**config.mk**
```make
export PLATFORM = sky130hd
export DESIGN_NAME = invroundkeygen_1lane
export DESIGN_NICKNAME = d
export VERILOG_FILES = /design/src/rtl/aes_pkg.sv /design/src/rtl/invroundkeygen_1lane.sv
export SDC_FILE = /design/constraint.sdc
export NUM_CORES = 1
export LEC_CHECK = 0
export ABC_AREA = 1
export CAP_MARGIN = 20
export CORE_MARGIN = 2
export CORE_UTILIZATION = 44
export DETAILED_ROUTE_END_ITERATION = 16
export PLACE_DENSITY_LB_ADDON = 0.2
export SETUP_SLACK_MARGIN = 0.1
export SLEW_MARGIN = 20
export SYNTH_ARGS = -nofsm -noshare
export SYNTH_HDL_FRONTEND = slang
export SYNTH_SLANG_ARGS = --single-unit
```
**constraint.sdc**
```tcl
create_clock -name clk -period 1.4 [get_ports clk]
set_input_delay 0.35 -clock clk [delete_from_list [all_inputs] [get_ports clk]]
set_output_delay 0.35 -clock clk [all_outputs]
set_load 0.02 [all_outputs]
```
**src/rtl/aes_pkg.sv**
```systemverilog
// ---------------------------------------------------------------------------
// aes_pkg
//   Constants and small helpers for the AES-256 key schedule. The forward
//   round-key generator and the inverse step both use them, so both see the
//   same Rcon table and word/byte conventions.
//   Contents:
//     quartet_kind_e  which transform a quartet's first word went through
//     ikg_state_e     states of the inverse key-step sequencer
//     rcon_byte()     Rcon MSB for index 0..7 (01,02,04,...,80)
//     rotword()       RotWord: rotate a word left by one byte
//     word_byte()     extract byte 0..3 of a word (0 = [31:24])
//     set_byte()      replace byte 0..3 of a word (0 = [31:24])
// ---------------------------------------------------------------------------
package aes_pkg;

  // AES-256 works on 8-word windows; quartets start at i%8==0 or i%8==4.
  localparam int AES256_NK = 8;
  localparam logic [2:0] QK_POS_ROT_RCON = 3'd0;
  localparam logic [2:0] QK_POS_SUB_ONLY = 3'd4;

  typedef enum logic {
    QK_SUB_ONLY = 1'b0,   // i%8==4: SubWord only
    QK_ROT_RCON = 1'b1    // i%8==0: SubWord(RotWord) ^ Rcon
  } quartet_kind_e;

  typedef enum logic [1:0] {
    ST_IDLE    = 2'd0,
    ST_ISSUE   = 2'd1,
    ST_WAIT    = 2'd2,
    ST_CAPTURE = 2'd3
  } ikg_state_e;

  function automatic logic [7:0] rcon_byte(input logic [2:0] idx);
    logic [7:0] r;
    case (idx)
      3'd0:    r = 8'h01;
      3'd1:    r = 8'h02;
      3'd2:    r = 8'h04;
      3'd3:    r = 8'h08;
      3'd4:    r = 8'h10;
      3'd5:    r = 8'h20;
      3'd6:    r = 8'h40;
      3'd7:    r = 8'h80;
      default: r = 8'h01;
    endcase
    return r;
  endfunction

  function automatic logic [31:0] rotword(input logic [31:0] w);
    return {w[23:0], w[31:24]};
  endfunction

  function automatic logic [7:0] word_byte(input logic [31:0] w, input logic [1:0] idx);
    logic [7:0] b;
    case (idx)
      2'd0:    b = w[31:24];
      2'd1:    b = w[23:16];
      2'd2:    b = w[15:8];
      2'd3:    b = w[7:0];
      default: b = w[31:24];
    endcase
    return b;
  endfunction

  function automatic logic [31:0] set_byte(input logic [31:0] w, input logic [1:0] idx,
                                           input logic [7:0] b);
    logic [31:0] r;
    r = w;
    case (idx)
      2'd0:    r[31:24] = b;
      2'd1:    r[23:16] = b;
      2'd2:    r[15:8]  = b;
      2'd3:    r[7:0]   = b;
      default: r[31:24] = b;
    endcase
    return r;
  endfunction

endpackage

```
**src/rtl/invroundkeygen_1lane.sv**
```systemverilog
// ---------------------------------------------------------------------------
// invroundkeygen_1lane
//   One inverse AES-256 key-schedule step. From the window {w4..w11} it
//   recovers {w0..w3}, letting a decryption core walk round keys from last
//   to first. The T() transform needs four S-box lookups; they go one byte
//   at a time through an S-box shared with the core.
//     w3 = w11^w10, w2 = w10^w9, w1 = w9^w8, w0 = w8^T(w7)
//     T(w) = SubWord(RotWord(w))^Rcon  (use_rcon=1) | SubWord(w)  (use_rcon=0)
//   Parameter SBOX_LAT: edges between an sbox_in update and sampling
//   sbox_out (1 = combinational S-box, 2 = registered S-box, ...).
//   Ports:
//     clk, rst_n           clock, asynchronous active-low reset
//     w4..w11              window words, sampled on an accepted start
//     rcon_idx_in          Rcon index of the quartet being undone (w8..w11)
//     use_rcon_in          1: w8 was an i%8==0 word, 0: i%8==4 word
//     start                request pulse, accepted only while not busy
//     w0..w3               recovered words, held until the next done
//     rcon_idx_out         Rcon index for the preceding quartet
//     use_rcon_out         use_rcon for the preceding quartet
//     busy                 operation in flight
//     done                 one-cycle pulse, all outputs valid
//     sbox_in / sbox_out   byte to / result from the shared S-box
// ---------------------------------------------------------------------------
module invroundkeygen_1lane
  import aes_pkg::*;
#(
  parameter int SBOX_LAT = 1
) (
  input  logic        clk,
  input  logic        rst_n,
  input  logic [31:0] w4,
  input  logic [31:0] w5,
  input  logic [31:0] w6,
  input  logic [31:0] w7,
  input  logic [31:0] w8,
  input  logic [31:0] w9,
  input  logic [31:0] w10,
  input  logic [31:0] w11,
  input  logic [2:0]  rcon_idx_in,
  input  logic        use_rcon_in,
  input  logic        start,
  output logic [31:0] w0,
  output logic [31:0] w1,
  output logic [31:0] w2,
  output logic [31:0] w3,
  output logic [2:0]  rcon_idx_out,
  output logic        use_rcon_out,
  output logic        busy,
  output logic        done,
  output logic [7:0]  sbox_in,
  input  logic [7:0]  sbox_out
);

  // Last value of the wait counter before CAPTURE; the WAIT state lasts
  // SBOX_LAT-1 cycles and is never entered when SBOX_LAT==1.
  localparam logic [7:0] WAIT_LAST = (SBOX_LAT > 1) ? 8'(SBOX_LAT - 2) : 8'd0;

  // w4..w6 do not enter the inverse step (w7 feeds T(), w8..w11 the XORs).
  logic [95:0] unused_window_s;
  assign unused_window_s = {w4, w5, w6};

  // Latched operands
  logic [31:0] w8_r, w9_r, w10_r, w11_r;
  logic [31:0] src_r;         // w7, already rotated when use_rcon
  logic [2:0]  rcon_idx_r;
  logic        use_rcon_r;

  // Sequencing
  ikg_state_e  state_r, state_s;
  logic [1:0]  byte_idx_r;
  logic [7:0]  wait_cnt_r;
  logic [31:0] sub_r;         // SubWord result, filled byte by byte

  // Registered outputs
  logic [31:0] w0_r, w1_r, w2_r, w3_r;
  logic [2:0]  rcon_idx_out_r;
  logic        use_rcon_out_r;
  logic        busy_r;
  logic        done_r;
  logic [7:0]  sbox_in_r;

  // Decoded strobes / datapath
  logic        accept_s, issue_s, capture_s, last_s, wait_done_s;
  logic [31:0] sub_full_s, rcon_word_s, t_s;

  assign wait_done_s = (wait_cnt_r == WAIT_LAST);
  assign last_s      = capture_s && (byte_idx_r == 2'd3);

  // FSM state register
  always_ff @(posedge clk or negedge rst_n) begin
    if (!rst_n) begin
      state_r <= ST_IDLE;
    end else begin
      state_r <= state_s;
    end
  end

  // FSM next-state and per-state strobes
  always_comb begin
    state_s   = state_r;
    accept_s  = 1'b0;
    issue_s   = 1'b0;
    capture_s = 1'b0;
    case (state_r)
      ST_IDLE: begin
        if (start) begin
          accept_s = 1'b1;
          state_s  = ST_ISSUE;
        end else begin
          state_s  = ST_IDLE;
        end
      end
      ST_ISSUE: begin
        issue_s = 1'b1;
        if (SBOX_LAT > 1) begin
          state_s = ST_WAIT;
        end else begin
          state_s = ST_CAPTURE;
        end
      end
      ST_WAIT: begin
        if (wait_done_s) begin
          state_s = ST_CAPTURE;
        end else begin
          state_s = ST_WAIT;
        end
      end
      ST_CAPTURE: begin
        capture_s = 1'b1;
        if (byte_idx_r == 2'd3) begin
          state_s = ST_IDLE;
        end else begin
          state_s = ST_ISSUE;
        end
      end
      default: begin
        state_s = ST_IDLE;
      end
    endcase
  end

  // T(w7): merge the byte arriving this cycle, then fold in Rcon
  always_comb begin
    sub_full_s = set_byte(sub_r, byte_idx_r, sbox_out);
    if (use_rcon_r) begin
      rcon_word_s = {rcon_byte(rcon_idx_r), 24'h00_0000};
    end else begin
      rcon_word_s = 32'h0000_0000;
    end
    t_s = sub_full_s ^ rcon_word_s;
  end

  // Operand latch on an accepted start
  always_ff @(posedge clk or negedge rst_n) begin
    if (!rst_n) begin
      w8_r       <= 32'h0000_0000;
      w9_r       <= 32'h0000_0000;
      w10_r      <= 32'h0000_0000;
      w11_r      <= 32'h0000_0000;
      src_r      <= 32'h0000_0000;
      rcon_idx_r <= 3'd0;
      use_rcon_r <= 1'b1;
    end else if (accept_s) begin
      w8_r       <= w8;
      w9_r       <= w9;
      w10_r      <= w10;
      w11_r      <= w11;
      src_r      <= use_rcon_in ? rotword(w7) : w7;
      rcon_idx_r <= rcon_idx_in;
      use_rcon_r <= use_rcon_in;
    end
  end

  // Byte walk: issue to the S-box, wait out its latency, capture result
  always_ff @(posedge clk or negedge rst_n) begin
    if (!rst_n) begin
      byte_idx_r <= 2'd0;
      wait_cnt_r <= 8'd0;
      sub_r      <= 32'h0000_0000;
      sbox_in_r  <= 8'h00;
    end else begin
      if (accept_s) begin
        byte_idx_r <= 2'd0;
      end else if (capture_s && !last_s) begin
        byte_idx_r <= byte_idx_r + 2'd1;
      end
      if (issue_s) begin
        sbox_in_r  <= word_byte(src_r, byte_idx_r);
        wait_cnt_r <= 8'd0;
      end else if (state_r == ST_WAIT) begin
        wait_cnt_r <= wait_cnt_r + 8'd1;
      end
      if (capture_s) begin
        sub_r <= sub_full_s;
      end
    end
  end

  // Result, status and handshake registers
  always_ff @(posedge clk or negedge rst_n) begin
    if (!rst_n) begin
      w0_r           <= 32'h0000_0000;
      w1_r           <= 32'h0000_0000;
      w2_r           <= 32'h0000_0000;
      w3_r           <= 32'h0000_0000;
      rcon_idx_out_r <= 3'd0;
      use_rcon_out_r <= 1'b1;
      busy_r         <= 1'b0;
      done_r         <= 1'b0;
    end else begin
      done_r <= last_s;
      if (accept_s) begin
        busy_r <= 1'b1;
      end else if (last_s) begin
        busy_r <= 1'b0;
      end
      if (last_s) begin
        w0_r <= w8_r ^ t_s;
        w1_r <= w9_r ^ w8_r;
        w2_r <= w10_r ^ w9_r;
        w3_r <= w11_r ^ w10_r;
        // An i%8==0 quartet is preceded by an i%8==4 one carrying the same
        // index; an i%8==4 quartet by the i%8==0 one with the index below.
        rcon_idx_out_r <= use_rcon_r ? rcon_idx_r : (rcon_idx_r - 3'd1);
        use_rcon_out_r <= ~use_rcon_r;
      end
    end
  end

  assign w0           = w0_r;
  assign w1           = w1_r;
  assign w2           = w2_r;
  assign w3           = w3_r;
  assign rcon_idx_out = rcon_idx_out_r;
  assign use_rcon_out = use_rcon_out_r;
  assign busy         = busy_r;
  assign done         = done_r;
  assign sbox_in      = sbox_in_r;

endmodule

```
# Word level (Yosys, flattened, before mapping)
# Memory sizes are Yosys's and may differ from the RTL's.
# Cells that the tools add are included.
# W data, S select, Z words.
[word_totals]
ff_bits = 350
input_bits = 271
output_inout_bits = 142
latchBits = 0
n_memories = 1
romBits = 64
mem_bits_rw = 0
[mem_list]
columns = ["memory", "words", "word_bits", "rd", "rd_clocked_by_memory_dff", "wr", "line_no", "rtl"]
rows = [
  ["(name not given)", 8, 8, 1, 0, 0, "aes_pkg.sv:35", "case (idx)"],
]
[op_classes]
n_shift = 0
muxes = 22
multipliers = 0
n_bitwise = 6
n_div = 0
eq_ne = 6
magnitude_cmp = 0
n_reduce_logical = 9
n_addsub = 3
[op_table]
columns = ["operator", "n"]
rows = [
  ["$xor A32 B32 Y32", 5],
  ["$mux W32", 2],
  ["$mux W8", 6],
  ["$pmux W8 S4", 1],
  ["$mux W1", 9],
  ["$add A8 B1 Y8 const B", 1],
  ["$eq A2 B2 Y1 const B", 4],
  ["$logic_not A8 Y1", 1],
  ["$pmux W2 S4", 1],
  ["$reduce_bool A2 Y1", 3],
  ["$eq A2 B1 Y1 const B", 2],
  ["$logic_not A2 Y1", 2],
  ["$mux W2", 2],
  ["$mux W3", 1],
  ["$sub A3 B1 Y3 const B", 1],
  ["$add A2 B1 Y2 const B", 1],
  ["$logic_and A1 B1 Y1", 2],
  ["$logic_not A1 Y1", 1],
  ["$not A1 Y1", 1],
]

# Longest topological paths before layout
[depth]
ltp_word = 7
depth_mapped = 10

# Worst setup path after synthesis
# No wires, ideal clock.
[synth_timing]
kind = "reg-to-reg"
start = "register byte_idx_r[0]"
end = "register w0_r[10] (netlist: w0[10])"
t_arrival_ns = 1.341
setup_time_ns = 0.117
synth_period_minus_slack_ns = 1.458
stages_incl_launch_ff = 9
setup_slack_ns = -0.058
cell_sequence = "dfrtp_1 > inv_1 > ha_1 > buf_6 > nand2_1 > o21ai_0 > or2_2 > nand3_1 > nand2_1"
[synth_between]
elab_chain_cells = 4
elab_cells_between_ends = 6
cone_classes = "eq/ne (2); mux (1); bitwise (2); reduce/logical (1)"
[synth_rtl]
columns = ["element", "line_no", "rtl"]
rows = [
  ["start, declared", "invroundkeygen_1lane.sv:70", "logic [1:0] byte_idx_r;"],
  ["start signal, assigned", "invroundkeygen_1lane.sv:185", "byte_idx_r <= byte_idx_r + 2'd1;"],
  ["$eq A2 B2 Y1", "aes_pkg.sv:69", "case (idx)"],
  ["$mux W8", "aes_pkg.sv:69", ""],
  ["$xor A32 B32 Y32", "invroundkeygen_1lane.sv:150", "t_s = sub_full_s ^ rcon_word_s;"],
  ["$xor A32 B32 Y32", "invroundkeygen_1lane.sv:218", "w0_r <= w8_r ^ t_s;"],
  ["end signal, assigned", "invroundkeygen_1lane.sv:218", ""],
  ["end, declared", "invroundkeygen_1lane.sv:75", "logic [31:0] w0_r, w1_r, w2_r, w3_r;"],
]
# Parallel ways exist; a longest one is shown, timed or not.
# A chain may end at the register's enable or synchronous reset.

# Worst setup path in the final report
[layout_timing]
start = "register state_r[1]"
end = "register byte_idx_r[1]"
[layout_between]
elab_chain_cells = 6
elab_cells_between_ends = 9
cone_classes = "eq/ne (1); mux (3); reduce/logical (5)"
[layout_rtl]
columns = ["element", "line_no", "rtl"]
rows = [
  ["start, declared", "invroundkeygen_1lane.sv:69", "ikg_state_e state_r, state_s;"],
  ["start signal, assigned", "invroundkeygen_1lane.sv:94", "state_r <= state_s;"],
  ["$eq A2 B2 Y1", "invroundkeygen_1lane.sv:104", "case (state_r)"],
  ["$mux W1", "invroundkeygen_1lane.sv:104", ""],
  ["$logic_and A1 B1 Y1", "invroundkeygen_1lane.sv:87", "assign last_s = capture_s && (byte_idx_r == 2'd3);"],
  ["$logic_not A1 Y1", "invroundkeygen_1lane.sv:184", "end else if (capture_s && !last_s) begin"],
  ["$logic_and A1 B1 Y1", "invroundkeygen_1lane.sv:184", ""],
  ["$reduce_bool A2 Y1 (no source line)", "--", ""],
]
# Parallel ways exist; a longest one is shown, timed or not.

==> summary.txt <==
Final antenna-violating net count - 0
Number of storage elements in the synthesis netlist - 350
Met2 usage in global routing - 40.00%
Biggest fanout along the worst timing path - 5
Most common library cell in the layout ignoring fill and taps - sky130_fd_sc_hd__nand2_1
Layout Skew - 15.42 ps
Detailed-route via count - 14490
Total wire length after detailed routing - 55.60 mm
Total overflow reported by the global router - 0
Busiest layer in global routing - met2
Dominant combinational cell family by area after synthesis - simple AND/OR/NAND/NOR gates
Share of total power in the clock network - 16.9%
Area used by sequential logic in the layout - 8768 µm²
Reg2reg setup slack - -150 ps
Fin worst setup slack - -152.3 ps
Cell area after layout - 25660 µm²
# DRC - 0
Largest net degree at the start of global routing - 68
Clock transition time at the flip-flop clock pins of the worst setup and hold paths - 60 ps
Reg2reg path depth - 7
Routed len/inst - 20.05 µm
Number of hold-slack violations in the final timing report - 0
Synthesized Nets - 2066
Library cells used by synthesis - 29
Start-to-end type of the worst setup path - reg2reg
Switching power share of the total - 39.75%
Number of vias per cell after detailed routing - 5.226
Multi-input combinational cell area - 7696 µm²
H-tree levels - 2
Starting Density - 44.85%
Post-DP HPWL - 29.48 mm
Leakage power total - 12.21 nW
Met3 GRT Util - 4.184%
Worst-Margin Slew - 435.8 ps
X dimension of the die - 191.9 µm
Placeable core region - 34630 µm²
Worst path required time - 1790 ps
RSZ-0062 raised after global routing - true
Max transition margin - 70.85%
R2r endpoint - byte_idx_r[1]$_DFFE_PN0P_
Number of max-slew violations in the final report - 0
Worst-case vdd ir drop - 1416 µV
Count of yosys warnings during synthesis - 0
Crit path time final - 1552 ps
Post-synthesis instance area - 15530 µm²
Area growth from synthesis to layout - 65.18%
Startpoint kind of the worst setup timing path - register
Fraction of power consumed by sequential logic - 32.8%
DRT iter0 DRCs - 898
Worst-case setup slack after placement - -343.1 ps
Multiplexer share of the synthesized area - 0%
Worst EP arrival - 1940 ps
Synth Area in Compound Gates - 8.732%
Portion of the clock cycle consumed by the worst path in the final layout - 110.9%
Switching power summed over all nets - 23.92 mW
Overall fraction of global-route tracks in use - 23.81%
CTS tree - yes
Final Setup Violations - 388
Pint - 36.26 mW
# port buffers - 316
I/O Pins - 413
Top library cells by usage in the layout, fill and taps aside - sky130_fd_sc_hd__nand2_1, sky130_fd_sc_hd__dfrtp_1, sky130_fd_sc_hd__clkdlybuf4s50_1
Startpoint of the worst-slack reg-to-reg timing path - state_r[1]$_DFF_PN0_
Die Footprint - 36820 µm²
Wire length of the first global-routing pass - 69.12 mm
Arithmetic-cell share of the synthesized area counting full adders, half adders and majority gates - 1.289%
Power share of the combinational group - 50.3%
Fraction of synthesized cell area in xor and xnor cells - 5.977%
Clock sink total - 350
Hold Crit Class - in2async
Outcome - complete, but fails checks
Die height - 191.9 µm
Number of core rows - 68
RePlAce Congestion - 0.7993
Basic-gate share of the synthesized area counting and, or, nand and nor cells - 22.09%
Crit path capture type - register
Number of buffers created by CTS - 39
Clock latency at the later pin of the worst-skew pair - 540 ps
Share of layout cells above drive strength 1 - 35.23%
Syn Area/Cell - 8.731 µm²
Clock root buffer master - sky130_fd_sc_hd__clkbuf_16
Fill cell total of the finished layout - 2307
Total number of nets in the final design - 2576
Violated checks - negative setup slack
Maximum clock frequency - 0.6442 GHz
First-pass detailed-route iteration total - 8
Post-Syn Instances - 1779
Met1 track utilization from global routing - 31.79%
Power density over cell area - 2346 nW/µm²
Number of global-route vias before repair - 13210
Sequential cell area fraction in the yosys report - 56.40%
Cell area after placement - 19960 µm²
Antenna violations before repair - 1
Reported max-cap violation count - 0
Max Buffers Root-to-Sink - 3
## synthesized netlist by cell type
library cell	number	area, µm²
sky130_fd_sc_hd__xnor2_1	96	840.8
sky130_fd_sc_hd__a21oi_1	78	390.4
sky130_fd_sc_hd__or2_1	6	37.54
sky130_fd_sc_hd__o211ai_1	8	60.06
sky130_fd_sc_hd__o21ai_1	18	90.09
sky130_fd_sc_hd__nand2_2	2	12.51
sky130_fd_sc_hd__inv_4	1	6.260
sky130_fd_sc_hd__nor3_1	3	15.01
sky130_fd_sc_hd__inv_1	73	274.0
sky130_fd_sc_hd__dfstp_2	2	52.55
sky130_fd_sc_hd__inv_2	1	3.750
sky130_fd_sc_hd__clkbuf_2	1	5.000
sky130_fd_sc_hd__o21ai_0	156	780.8
sky130_fd_sc_hd__nor2_1	43	161.4
sky130_fd_sc_hd__or2_2	11	68.82
sky130_fd_sc_hd__xor2_1	10	87.58
sky130_fd_sc_hd__buf_1	1	3.750
sky130_fd_sc_hd__buf_12	1	20.02
sky130_fd_sc_hd__nand2_1	737	2766
sky130_fd_sc_hd__buf_4	6	45.04
sky130_fd_sc_hd__nand4_1	5	31.28
sky130_fd_sc_hd__nor3b_1	1	7.510
sky130_fd_sc_hd__dfrtp_1	348	8708
sky130_fd_sc_hd__clkbuf_1	32	120.1
sky130_fd_sc_hd__buf_6	18	202.7
sky130_fd_sc_hd__nand3_1	66	330.3
sky130_fd_sc_hd__o21ai_2	4	35.03
sky130_fd_sc_hd__ha_1	16	200.2
sky130_fd_sc_hd__buf_2	35	175.2
## kinds of logic (layout without fill, tap and decap cells)
group,after synthesis,after routing
AND/OR/NAND/NOR,874,875
flip-flops,350,350
AO/OA/AOI/OAI,264,264
buffers and inverters,169,705
XOR/XNOR,106,106
adder cells (fa/ha/maj),16,16
other,0,2
## registers in the layout (all words and copies together), names as in the netlist
name / cells
w10_r: 32
w0: 32
sbox_in: 8
state_r: 2
src_r: 32
w3: 32
use_rcon_out: 1
byte_idx_r: 2
w11_r: 32
rcon_idx_out: 3
sub_r: 32
use_rcon_r: 1
done: 1
w1: 32
w2: 32
w9_r: 32
busy: 1
rcon_idx_r: 3
wait_cnt_r: 8
w8_r: 32
## power groups by stage
stage	Combinational, mW	Sequential (mW)	Clock (mW)
CTS	23.7	19.1	10.3
finish	30.2	19.7	10.2
global route	32.4	20.2	10.8
detailed placement	21.6	18.8	0
global placement	21.0	18.7	0
floorplan	11.0	20.4	0
## cell type report
| cell class | instances | area share, % |
|---|---|---|
| timing repair buffer | 559 | 27.11 |
| multi-input combinational | 1261 | 30.00 |
| inverter | 75 | 1.341 |
| sequential | 350 | 34.18 |
| timing repair inverter | 3 | 0.2585 |
| antenna | 2 | 0.01951 |
| clock buffer | 53 | 4.209 |
| tap | 455 | 2.219 |
| clock inverter | 15 | 0.6681 |
## how the worst max path moves through the flow
stage                               from                     endpoint  slack [ps]  depth (start not counted)
2_1_floorplan  byte_idx_r[0]$_DFFE_PN0P_  rcon_idx_out[0]$_DFFE_PN0P_           6                          8
3_3_place_gp                 sbox_out[1]           w0[17]$_DFFE_PN0P_        -280                          7
3_5_place_dp                       start        src_r[15]$_DFFE_PN0P_        -340                          6
4_1_cts         use_rcon_out$_DFFE_PN1P_                 use_rcon_out        -150                          1
5_1_grt        byte_idx_r[1]$_DFFE_PN0P_           w0[27]$_DFFE_PN0P_        -190                          9
6_report            state_r[1]$_DFF_PN0_    byte_idx_r[1]$_DFFE_PN0P_        -150                          7
## timing repair
| action | 4_1_cts | 5_1_grt |
|---|---|---|
| hold buffers | 1 | 0 |
| pin swaps | 11 | 71 |
| gates cloned | 6 | 63 |
| setup endpoints to repair | 479 | 489 |
| endpoints found under the hold margin | 80 | 0 |
| buffers inserted | 51 | 44 |
| resized for setup | 937 | 513 |
## metal layers
| layer | part of all wire [%] | up-vias |
|---|---|---|
| met5 | 0 | - |
| met4 | 3.1 | 0 |
| met3 | 6.6 | 109 |
| met2 | 50 | 559 |
| met1 | 41 | 7146 |
| li1 | - | 6679 |
## worst max-delay path, cell delays in order, from the launching register on
cell and delay [ps]:
sky130_fd_sc_hd__dfrtp_2 450, sky130_fd_sc_hd__inv_4 90, sky130_fd_sc_hd__ha_4 200, sky130_fd_sc_hd__nand2_8 120, sky130_fd_sc_hd__buf_4 190, sky130_fd_sc_hd__clkbuf_16 150, sky130_fd_sc_hd__o21ai_1 100, sky130_fd_sc_hd__o21ai_0 130
## metrics by stage
step	hold WS [ps]	power (mW)	TNS (ps)	utilization, %	instances
2_1_floorplan	54.41	31.40	0	-	1779
5_1_grt	285.1	63.46	-34060	74.08	2772
4_1_cts	267.5	53.07	-7434	64.08	2667
3_5_place_dp	225.3	40.47	-63840	57.65	2541
3_3_place_gp	226.6	39.71	-51630	57.65	2541
6_report	271.7	60.18	-18540	74.09	2773
Note: power is estimated with default switching activity, not from simulation.
